$ cat config.mk
export PLATFORM = sky130hd
export DESIGN_NAME = i2c_write_ctrl
export DESIGN_NICKNAME = d
export VERILOG_FILES = /design/src/rtl/i2c_write_ctrl.sv
export SDC_FILE = /design/constraint.sdc
export NUM_CORES = 1
export LEC_CHECK = 0
export ABC_CLOCK_PERIOD_IN_PS = 4100
export BUFFER_PORTS_ARGS = -buffer_cell sky130_fd_sc_hd__buf_2
export CAP_MARGIN = 15
export CORE_MARGIN = 2
export CORE_UTILIZATION = 51
export CTS_BUF_LIST = sky130_fd_sc_hd__clkbuf_4 sky130_fd_sc_hd__clkbuf_8
export DETAILED_ROUTE_END_ITERATION = 6
export GPL_TIMING_DRIVEN = 0
export PLACE_DENSITY_LB_ADDON = 0.2
export REMOVE_ABC_BUFFERS = 1
export SYNTH_ARGS = -nofsm -noshare
export SYNTH_HDL_FRONTEND = slang
export SYNTH_SLANG_ARGS = --single-unit
$ cat constraint.sdc
create_clock -name clk -period 4.1 [get_ports clk]
set_input_delay 0.41 -clock clk [delete_from_list [all_inputs] [get_ports clk]]
set_output_delay 0.41 -clock clk [all_outputs]
set_load 0.05 [all_outputs]
$ cat src/rtl/i2c_write_ctrl.sv
// I2C write-only slave front end: decodes START/addr/reg/data byte sequences
// from an oversampled bus and issues one-clock register write strobes.
module i2c_write_ctrl #(
  parameter logic [6:0]  DEV_ADDR = 7'h47,
  parameter int unsigned NUM_REGS = 11  // index register is 4 bits, so at most 15
) (
  input  logic                clk,
  input  logic                rst_n,
  input  logic                scl_in,
  input  logic                sda_in,
  output logic                sda_oe,
  output logic                reg_wr_en,
  output logic [NUM_REGS-1:0] reg_wr_sel,
  output logic [7:0]          reg_wr_data,
  output logic                busy
);

  localparam int unsigned IDX_W = 4;
  localparam int unsigned CNT_W = 3;

  typedef enum logic [2:0] {
    S_IDLE,
    S_ADDR,
    S_ACK_ADDR,
    S_REG,
    S_ACK_REG,
    S_DATA,
    S_ACK_DATA,
    S_WAIT_STOP
  } state_t;

  state_t state, next_state;

  logic [1:0]       scl_sync, sda_sync;
  logic             scl_d, sda_d;
  logic             scl_s, sda_s;
  logic             scl_rise, scl_fall, start_det, stop_det;

  logic [CNT_W-1:0] bit_cnt;
  logic             byte_full;
  logic [7:0]       shift;
  logic [IDX_W-1:0] idx;

  logic             in_byte, byte_end;
  logic             addr_ok, reg_ok, data_ok;
  logic             shift_en, cnt_clr, idx_load, idx_inc;

  logic                sda_oe_nxt, busy_nxt, wr_en_nxt;
  logic [NUM_REGS-1:0] wr_sel_nxt;
  logic [7:0]          wr_data_nxt;

  // Synchronize SCL/SDA into clk domain and keep one delayed copy for edges
  always_ff @(posedge clk or negedge rst_n) begin
    if (!rst_n) begin
      scl_sync <= 2'b11;
      sda_sync <= 2'b11;
      scl_d    <= 1'b1;
      sda_d    <= 1'b1;
    end else begin
      scl_sync <= {scl_sync[0], scl_in};
      sda_sync <= {sda_sync[0], sda_in};
      scl_d    <= scl_sync[1];
      sda_d    <= sda_sync[1];
    end
  end

  assign scl_s    = scl_sync[1];
  assign sda_s    = sda_sync[1];
  assign scl_rise = scl_s & ~scl_d;
  assign scl_fall = ~scl_s & scl_d;
  // START/STOP qualify on the pre-edge SCL so a coincident SCL fall cannot hide them
  assign start_det = sda_d & ~sda_s & scl_d;
  assign stop_det  = ~sda_d & sda_s & scl_d;

  assign in_byte  = (state == S_ADDR) || (state == S_REG) || (state == S_DATA);
  assign byte_end = in_byte && scl_fall && byte_full;
  assign addr_ok  = (shift[7:1] == DEV_ADDR) && !shift[0];
  assign reg_ok   = (shift < 8'(NUM_REGS));
  assign data_ok  = (idx < IDX_W'(NUM_REGS));

  // State register
  always_ff @(posedge clk or negedge rst_n) begin
    if (!rst_n) state <= S_IDLE;
    else        state <= next_state;
  end

  // Next-state and datapath control; bus conditions override SCL processing
  always_comb begin
    next_state = state;
    shift_en   = 1'b0;
    cnt_clr    = 1'b0;
    idx_load   = 1'b0;
    idx_inc    = 1'b0;

    if (in_byte && scl_rise && !byte_full) shift_en = 1'b1;

    unique case (state)
      S_IDLE, S_WAIT_STOP: ;
      S_ADDR: if (byte_end) next_state = addr_ok ? S_ACK_ADDR : S_WAIT_STOP;
      S_REG: begin
        if (byte_end) begin
          next_state = reg_ok ? S_ACK_REG : S_WAIT_STOP;
          idx_load   = reg_ok;
        end
      end
      S_DATA: if (byte_end) next_state = data_ok ? S_ACK_DATA : S_WAIT_STOP;
      S_ACK_ADDR: begin
        if (scl_fall) begin
          next_state = S_REG;
          cnt_clr    = 1'b1;
        end
      end
      S_ACK_REG: begin
        if (scl_fall) begin
          next_state = S_DATA;
          cnt_clr    = 1'b1;
        end
      end
      S_ACK_DATA: begin
        if (scl_fall) begin
          next_state = S_DATA;
          cnt_clr    = 1'b1;
          idx_inc    = 1'b1;
        end
      end
      default: next_state = S_IDLE;
    endcase

    if (stop_det) begin
      next_state = S_IDLE;
      shift_en   = 1'b0;
      idx_load   = 1'b0;
      idx_inc    = 1'b0;
    end else if (start_det) begin
      next_state = S_ADDR;
      cnt_clr    = 1'b1;
      shift_en   = 1'b0;
      idx_load   = 1'b0;
      idx_inc    = 1'b0;
    end
  end

  // Next values of the registered outputs, aligned with the next state
  always_comb begin
    sda_oe_nxt  = 1'b0;
    busy_nxt    = 1'b0;
    wr_en_nxt   = 1'b0;
    wr_sel_nxt  = '0;
    wr_data_nxt = reg_wr_data;

    sda_oe_nxt = (next_state == S_ACK_ADDR) || (next_state == S_ACK_REG) ||
                 (next_state == S_ACK_DATA);
    busy_nxt   = (next_state != S_IDLE) && (next_state != S_WAIT_STOP);
    wr_en_nxt  = (state == S_DATA) && (next_state == S_ACK_DATA);
    if (wr_en_nxt) begin
      wr_sel_nxt  = NUM_REGS'(1) << idx;
      wr_data_nxt = shift;
    end
  end

  // Bit counter, shift register and register index
  always_ff @(posedge clk or negedge rst_n) begin
    if (!rst_n) begin
      bit_cnt   <= '0;
      byte_full <= 1'b0;
      shift     <= '0;
      idx       <= '0;
    end else begin
      if (cnt_clr) begin
        bit_cnt   <= '0;
        byte_full <= 1'b0;
      end else if (shift_en) begin
        shift   <= {shift[6:0], sda_s};
        bit_cnt <= bit_cnt + CNT_W'(1);
        if (bit_cnt == CNT_W'(7)) byte_full <= 1'b1;
      end
      if (idx_load)     idx <= shift[IDX_W-1:0];
      else if (idx_inc) idx <= idx + IDX_W'(1);
    end
  end

  // Output registers
  always_ff @(posedge clk or negedge rst_n) begin
    if (!rst_n) begin
      sda_oe      <= 1'b0;
      busy        <= 1'b0;
      reg_wr_en   <= 1'b0;
      reg_wr_sel  <= '0;
      reg_wr_data <= '0;
    end else begin
      sda_oe      <= sda_oe_nxt;
      busy        <= busy_nxt;
      reg_wr_en   <= wr_en_nxt;
      reg_wr_sel  <= wr_sel_nxt;
      reg_wr_data <= wr_data_nxt;
    end
  end

endmodule
== Word-level counts from Yosys, hierarchy flattened ==
Index checks and enable logic that the tools add are counted.
Word-level totals
  bits in registers: 47
  bits of input ports: 4
  output and inout bits: 22
Operators by class
  add/sub/neg operators: 2
  order comparisons: 2
  eq/ne operators: 12
  shifts and indexed selects: 1
  multiplexer cells: 33
  bitwise logic cells: 11
  reductions and logical operators: 21
Operators with widths (count)
  $mux W3: 10
  $eq A3 B3 Y1 const B: 6
  $mux W1: 18
  $pmux W3 S5: 1
  $mux W11: 1
  $shl A1 B4 Y11 const A: 1
  $eq A3 B2 Y1 const B: 3
  $lt A8 B4 Y1 const B: 1
  $mux W4: 2
  $eq A7 B7 Y1 const B: 1
  $logic_and A1 B1 Y1: 7
  $and A1 B1 Y1: 6
  $reduce_bool A2 Y1: 3
  $not A1 Y1: 5
  $add A4 B1 Y4 const B: 1
  $logic_or A1 B1 Y1: 4
  $lt A4 B4 Y1 const B: 1
  $reduce_and A2 Y1: 2
  $add A3 B1 Y3 const B: 1
  $eq A3 B1 Y1 const B: 1
  $ne A3 B3 Y1 const B: 1
  $reduce_bool A3 Y1: 1
  $reduce_or A3 Y1: 1
  $logic_not A1 Y1: 2
  other kinds (2): 2

== Depth between registers and ports, before layout ==
  depth after elaboration: 12
  mapped depth: 8
  depth with buffers taken out: 7

== Worst setup path before layout ==
Ideal clock, no wire load.
  path kind: reg-to-reg
  start: register sda_sync[1]
  end: register reg_wr_sel[3]
  library setup time: 0.120 ns
  data arrival time: 1.676 ns
  data required time: 3.980 ns
  setup slack: 2.304 ns
  stages on the path, launching flop included: 8
  buffers on the path: 1
  period minus slack after synthesis: 1.796 ns
  cell sequence: dfstp_2 -> xor2_1 -> and2_1 -> nor3b_4 -> o21ai_4 -> buf_6 -> inv_4 -> and3_1
Between the ends
  cells in the longest elaborated chain, start to end: 8
  elaborated cells on any way between the ends: 10
  those cells by class: eq/ne: 1; mux: 3; bitwise: 5; reduce/logical: 1
RTL lines
  start, declared: line 34  | logic [1:0] scl_sync, sda_sync;
  start signal, assigned: line 61  | sda_sync <= {sda_sync[0], sda_in};
  $not A1 Y1: line 72  | assign start_det = sda_d & ~sda_s & scl_d;
  $and A1 B1 Y1 (2 in series): line 72
  $mux W3: line 134  | end else if (start_det) begin
  $mux W3 *: line 129  | if (stop_det) begin
  $eq A3 B3 Y1 *: line 154  | wr_en_nxt = (state == S_DATA) && (next_state == S_ACK_DATA);
  $logic_and A1 B1 Y1 *: line 154
  named net wr_en_nxt: line 48  | logic sda_oe_nxt, busy_nxt, wr_en_nxt;
  $mux W11 *: line 155  | if (wr_en_nxt) begin
  named net wr_sel_nxt[3]: line 49  | logic [NUM_REGS-1:0] wr_sel_nxt;
  end signal, assigned: line 194  | reg_wr_sel <= wr_sel_nxt;
  end, declared: line 13  | output logic [NUM_REGS-1:0] reg_wr_sel,
The timed path passes the listed nets; every way through them passes the cells marked *.
A chain may end at the register's enable or synchronous reset.

== Worst setup path after layout ==
  start: register state[1]
  end: register reg_wr_data[5]
Between the ends
  cells in the longest elaborated chain, start to end: 11
  elaborated cells on any way between the ends: 21
  those cells by class: eq/ne: 7; mux: 8; reduce/logical: 6
RTL lines
  start, declared: line 32  | state_t state, next_state;
  start signal, assigned: line 84  | else state <= next_state;
  $eq A3 B1 Y1 / $eq A3 B2 Y1 (equally long branches): line 75, 97
  $logic_or A1 B1 Y1 (2 in series): line 75  | assign in_byte = (state == S_ADDR) || (state == S_REG) || (state == S_DATA);
  $logic_and A1 B1 Y1 (2 in series): line 76  | assign byte_end = in_byte && scl_fall && byte_full;
  $mux W3, on equally long branches: line 106, 101, 99
  $pmux W3 S5: line 97  | unique case (state)
  $mux W3: line 134
  $mux W3: line 129
  $eq A3 B3 Y1: line 154
  $logic_and A1 B1 Y1 *: line 154
  end signal, assigned: line 195  | reg_wr_data <= wr_data_nxt;
  end, declared: line 14  | output logic [7:0] reg_wr_data,
Every way passes the cells marked *; elsewhere a longest branch is shown, timed or not.

==> results.txt <==
The clock latency reported for the late side of the worst-skew pair is 0.29 ns. Counting every sink on the clock net gives 47. The net count reported at finish is 201. The number of inserted diodes came out at 0.

The number of flip-flops and latches in the synthesized netlist is 47. The weighted congestion reported at the end of routability-driven placement came out at 0.8378. The y dimension of the die came out at 69.23 um. The buffer count from post-CTS setup fixing came out at 0.

The global-route wire length before repair is 6506 um. Measured along the x axis, the die boundary spans 69.23 um. The arrival time reported for the critical path endpoint came out at 2.41 ns. After synthesis, the share of flip-flops with an asynchronous set or reset is 100.0%. The detailed-routing iteration count for the pre-antenna-repair pass is 4. The combined area of all synthesized cells is 2170 sq um. The max-capacitance violation count came out at 0.

The tree is rooted in a sky130_fd_sc_hd__clkbuf_8. STA classifies the critical path endpoint as a flop. The layout cell share with drive strength beyond 1 came out at 41.05%.

The total power draw came out at 1.077 mW. The CTS tree is built. The deepest clock path buffer count came out at 2. The starting density of the core came out at 53.47%. The sequential fraction of the synthesis area is 54.56%. The number of buffers inserted by port buffering came out at 25.

Summing all placed instances gives a cell area of 2327 sq um. The count of synthesis-stage warnings from yosys is 0. The clock transition at the registers of the reported paths came out at 0.09 ns. The worst-case setup margin in the final layout came out at 1.865 ns. Setup violations remaining at the end of the flow were counted as 0.

The aggregate global routing overflow came out at 0. The post-route cell area is 2464 sq um. The hold-fix buffer count after cts is 0. The H-tree depth is 2.

In this run, the number of DRC markers left after iteration 0 of detailed routing was 70. After detailed routing, the average wire length per cell comes to 15.41 um. The number of antenna violations at the first check in global routing was 0. The number of clock buffers added by TritonCTS is 5. The number of enable flip-flop cells after synthesis is 0.

The area of the core region came out at 4058 sq um. Global routing used 16.89% of the available tracks across all layers. The average cell area after synthesis is 13.39 sq um. Clock skew on the completed layout was measured at 0.01367 ns. The number of global-route vias before repair is 1,351. The number of instances resized during post-cts repair came out at 0. In the routed layout, each cell is associated on average with a via count of 5.475. The worst-path maximum fanout came out at 18. The number of inserted filler cells in the final layout is 308. The flow ran to the end, and the final reports show no timing, DRC or antenna violations.

The post-place setup slack is 1.885 ns. Setup repair after global routing left no endpoint under its margin. The worst slew margin relative to its limit came out at 32.88%. The detailed placement HPWL is 2611 um. The worst supply voltage drop on vdd is 0.0003104 V.

Entering global routing, the biggest net connects 48 pins. The actual slew at the worst max-slew pin is 1.007 ns. The critical path launch point type is a flop. The number of failing hold endpoints at the final stage is 0. The post-detailed-route count of antenna-violating nets is 0. The final max-slew violation count came out at 0. The clock period could shrink to 2.235 ns.

The number of rows created at floorplan came out at 23. From synthesis to final layout, the design area changed by 13.55%. The power density over cell area is 437.3 nW/um^2. For this run, the top clock speed supported by timing is 0.4475 GHz.

The final critical-path share of the clock period came out at 54.50%. Among all flip-flop cells after synthesis, the most frequent one is sky130_fd_sc_hd__dfrtp_1. The post-detailed-routing wire length came out at 3699 um. The setup total negative slack came out at 0 ns. The static leakage came out at 1.200 nW. The top-level I/O count is 26.

The worst path required time came out at 4.28 ns. For this run, design rule violations remaining after detail routing come to 0. The path class of the tightest hold or removal check is input pin to flop. The worst hold slack came out at 0.2186 ns. The area of the die came out at 4792 sq um. The detailed router placed 1,314 vias in this run. The post-synthesis instance total is 162. The count of cell types in the netlist came out at 46. The class of the most critical setup path is flop to flop.
[layer usage]
layer	part of all wire, %	GRT usage (%)
met5	0	0
met4	0.89	6.318
met3	3.6	4.797
met2	51	28.85
met1	45	20.25
[stage by stage]
step	cells	utilization [%]
final	240	60.72
after global routing	240	60.72
after floorplan	157	-
after global placement	232	57.35
after detailed placement	232	57.35
after CTS	240	60.72
[sequential cells by signal, summed over array words and instances, names as in the netlist, 2 cells and up]
register     count
bit_cnt          3
shift            8
sda_sync         2
reg_wr_data      8
state            3
reg_wr_sel      11
scl_sync         2
idx              4
[cell usage in the layout (no fill, tap or decap), types with 2 or more instances in the layout]
cell type | Yosys | routed
sky130_fd_sc_hd__dfrtp_1 | 41 | 41
sky130_fd_sc_hd__buf_2 | 3 | 25
sky130_fd_sc_hd__mux2_2 | 18 | 18
sky130_fd_sc_hd__nor2_1 | 10 | 10
sky130_fd_sc_hd__inv_1 | 10 | 10
sky130_fd_sc_hd__nor4_2 | 9 | 9
sky130_fd_sc_hd__ha_1 | 8 | 8
sky130_fd_sc_hd__dfstp_2 | 6 | 6
sky130_fd_sc_hd__nand2_1 | 5 | 5
sky130_fd_sc_hd__clkbuf_8 | 0 | 5
sky130_fd_sc_hd__o21ai_0 | 4 | 4
sky130_fd_sc_hd__and3b_1 | 3 | 3
sky130_fd_sc_hd__nor3_1 | 3 | 3
sky130_fd_sc_hd__nand4_1 | 3 | 3
sky130_fd_sc_hd__and3_1 | 3 | 3
sky130_fd_sc_hd__or2_2 | 2 | 2
sky130_fd_sc_hd__mux2i_1 | 2 | 2
sky130_fd_sc_hd__o2bb2ai_1 | 2 | 2
sky130_fd_sc_hd__xnor2_1 | 2 | 2
sky130_fd_sc_hd__bufinv_16 | 0 | 2
[worst max-delay path, stage by stage (launching register included)]
cell and delay (ns):
sky130_fd_sc_hd__dfrtp_1 0.50, sky130_fd_sc_hd__nor2_1 0.12, sky130_fd_sc_hd__o32a_1 0.34, sky130_fd_sc_hd__a2bb2oi_2 0.16, sky130_fd_sc_hd__o21ai_4 0.57, sky130_fd_sc_hd__mux2_2 0.42
[cells by family after synthesis]
group | after synthesis | synth area share, %
mux | 20 | 10.27
compound gates | 18 | 8.305
buf+inv | 16 | 3.403
simple gates | 50 | 17.65
flops | 47 | 54.56
fa+ha+maj | 8 | 4.614
xor+xnor | 3 | 1.211
[where the power goes]
group          internal (mW)  total (mW)  switching, mW  leakage (nW)
logic                 0.0552       0.112         0.0566         0.512
registers              0.515       0.573         0.0585         0.619
clock network          0.250       0.393          0.142        0.0688
total                  0.820        1.08          0.257          1.20
[path summary, 6_finish.rpt]
kind                              from              to  slack [ns]  cells after the start
setup / recovery              state[1]  reg_wr_data[5]        1.87                      5
hold / removal                  scl_in     scl_sync[0]        0.22                      1
setup reg to reg              state[1]  reg_wr_data[5]        1.87                      5
hold reg to reg            scl_sync[0]     scl_sync[1]        0.36                      0
max in group asynchronous        rst_n      bit_cnt[2]        3.19                      1
min in group asynchronous        rst_n          idx[0]        0.29                      1
[area by class of cell]
cell class	instances	area, sq um	share of cell area [%]
Clock buffer	6	76.32	3.098
Clock inverter	2	60.06	2.438
Inverter	11	43.79	1.778
Multi-Input combinational cell	99	912.1	37.02
Sequential cell	47	1184	48.04
Tap cell	50	62.56	2.539
Timing Repair Buffer	25	125.1	5.079
[Yosys cell counts, types with 4 or more instances]
| master | n | area, sq um |
|---|---|---|
| sky130_fd_sc_hd__o21ai_0 | 4 | 20.02 |
| sky130_fd_sc_hd__dfstp_2 | 6 | 157.7 |
| sky130_fd_sc_hd__inv_1 | 10 | 37.54 |
| sky130_fd_sc_hd__mux2_2 | 18 | 202.7 |
| sky130_fd_sc_hd__nor2_1 | 10 | 37.54 |
| sky130_fd_sc_hd__dfrtp_1 | 41 | 1026 |
| sky130_fd_sc_hd__nor4_2 | 9 | 112.6 |
| sky130_fd_sc_hd__ha_1 | 8 | 100.1 |
| sky130_fd_sc_hd__nand2_1 | 5 | 18.77 |
Note: power is estimated with default switching activity, not from simulation.
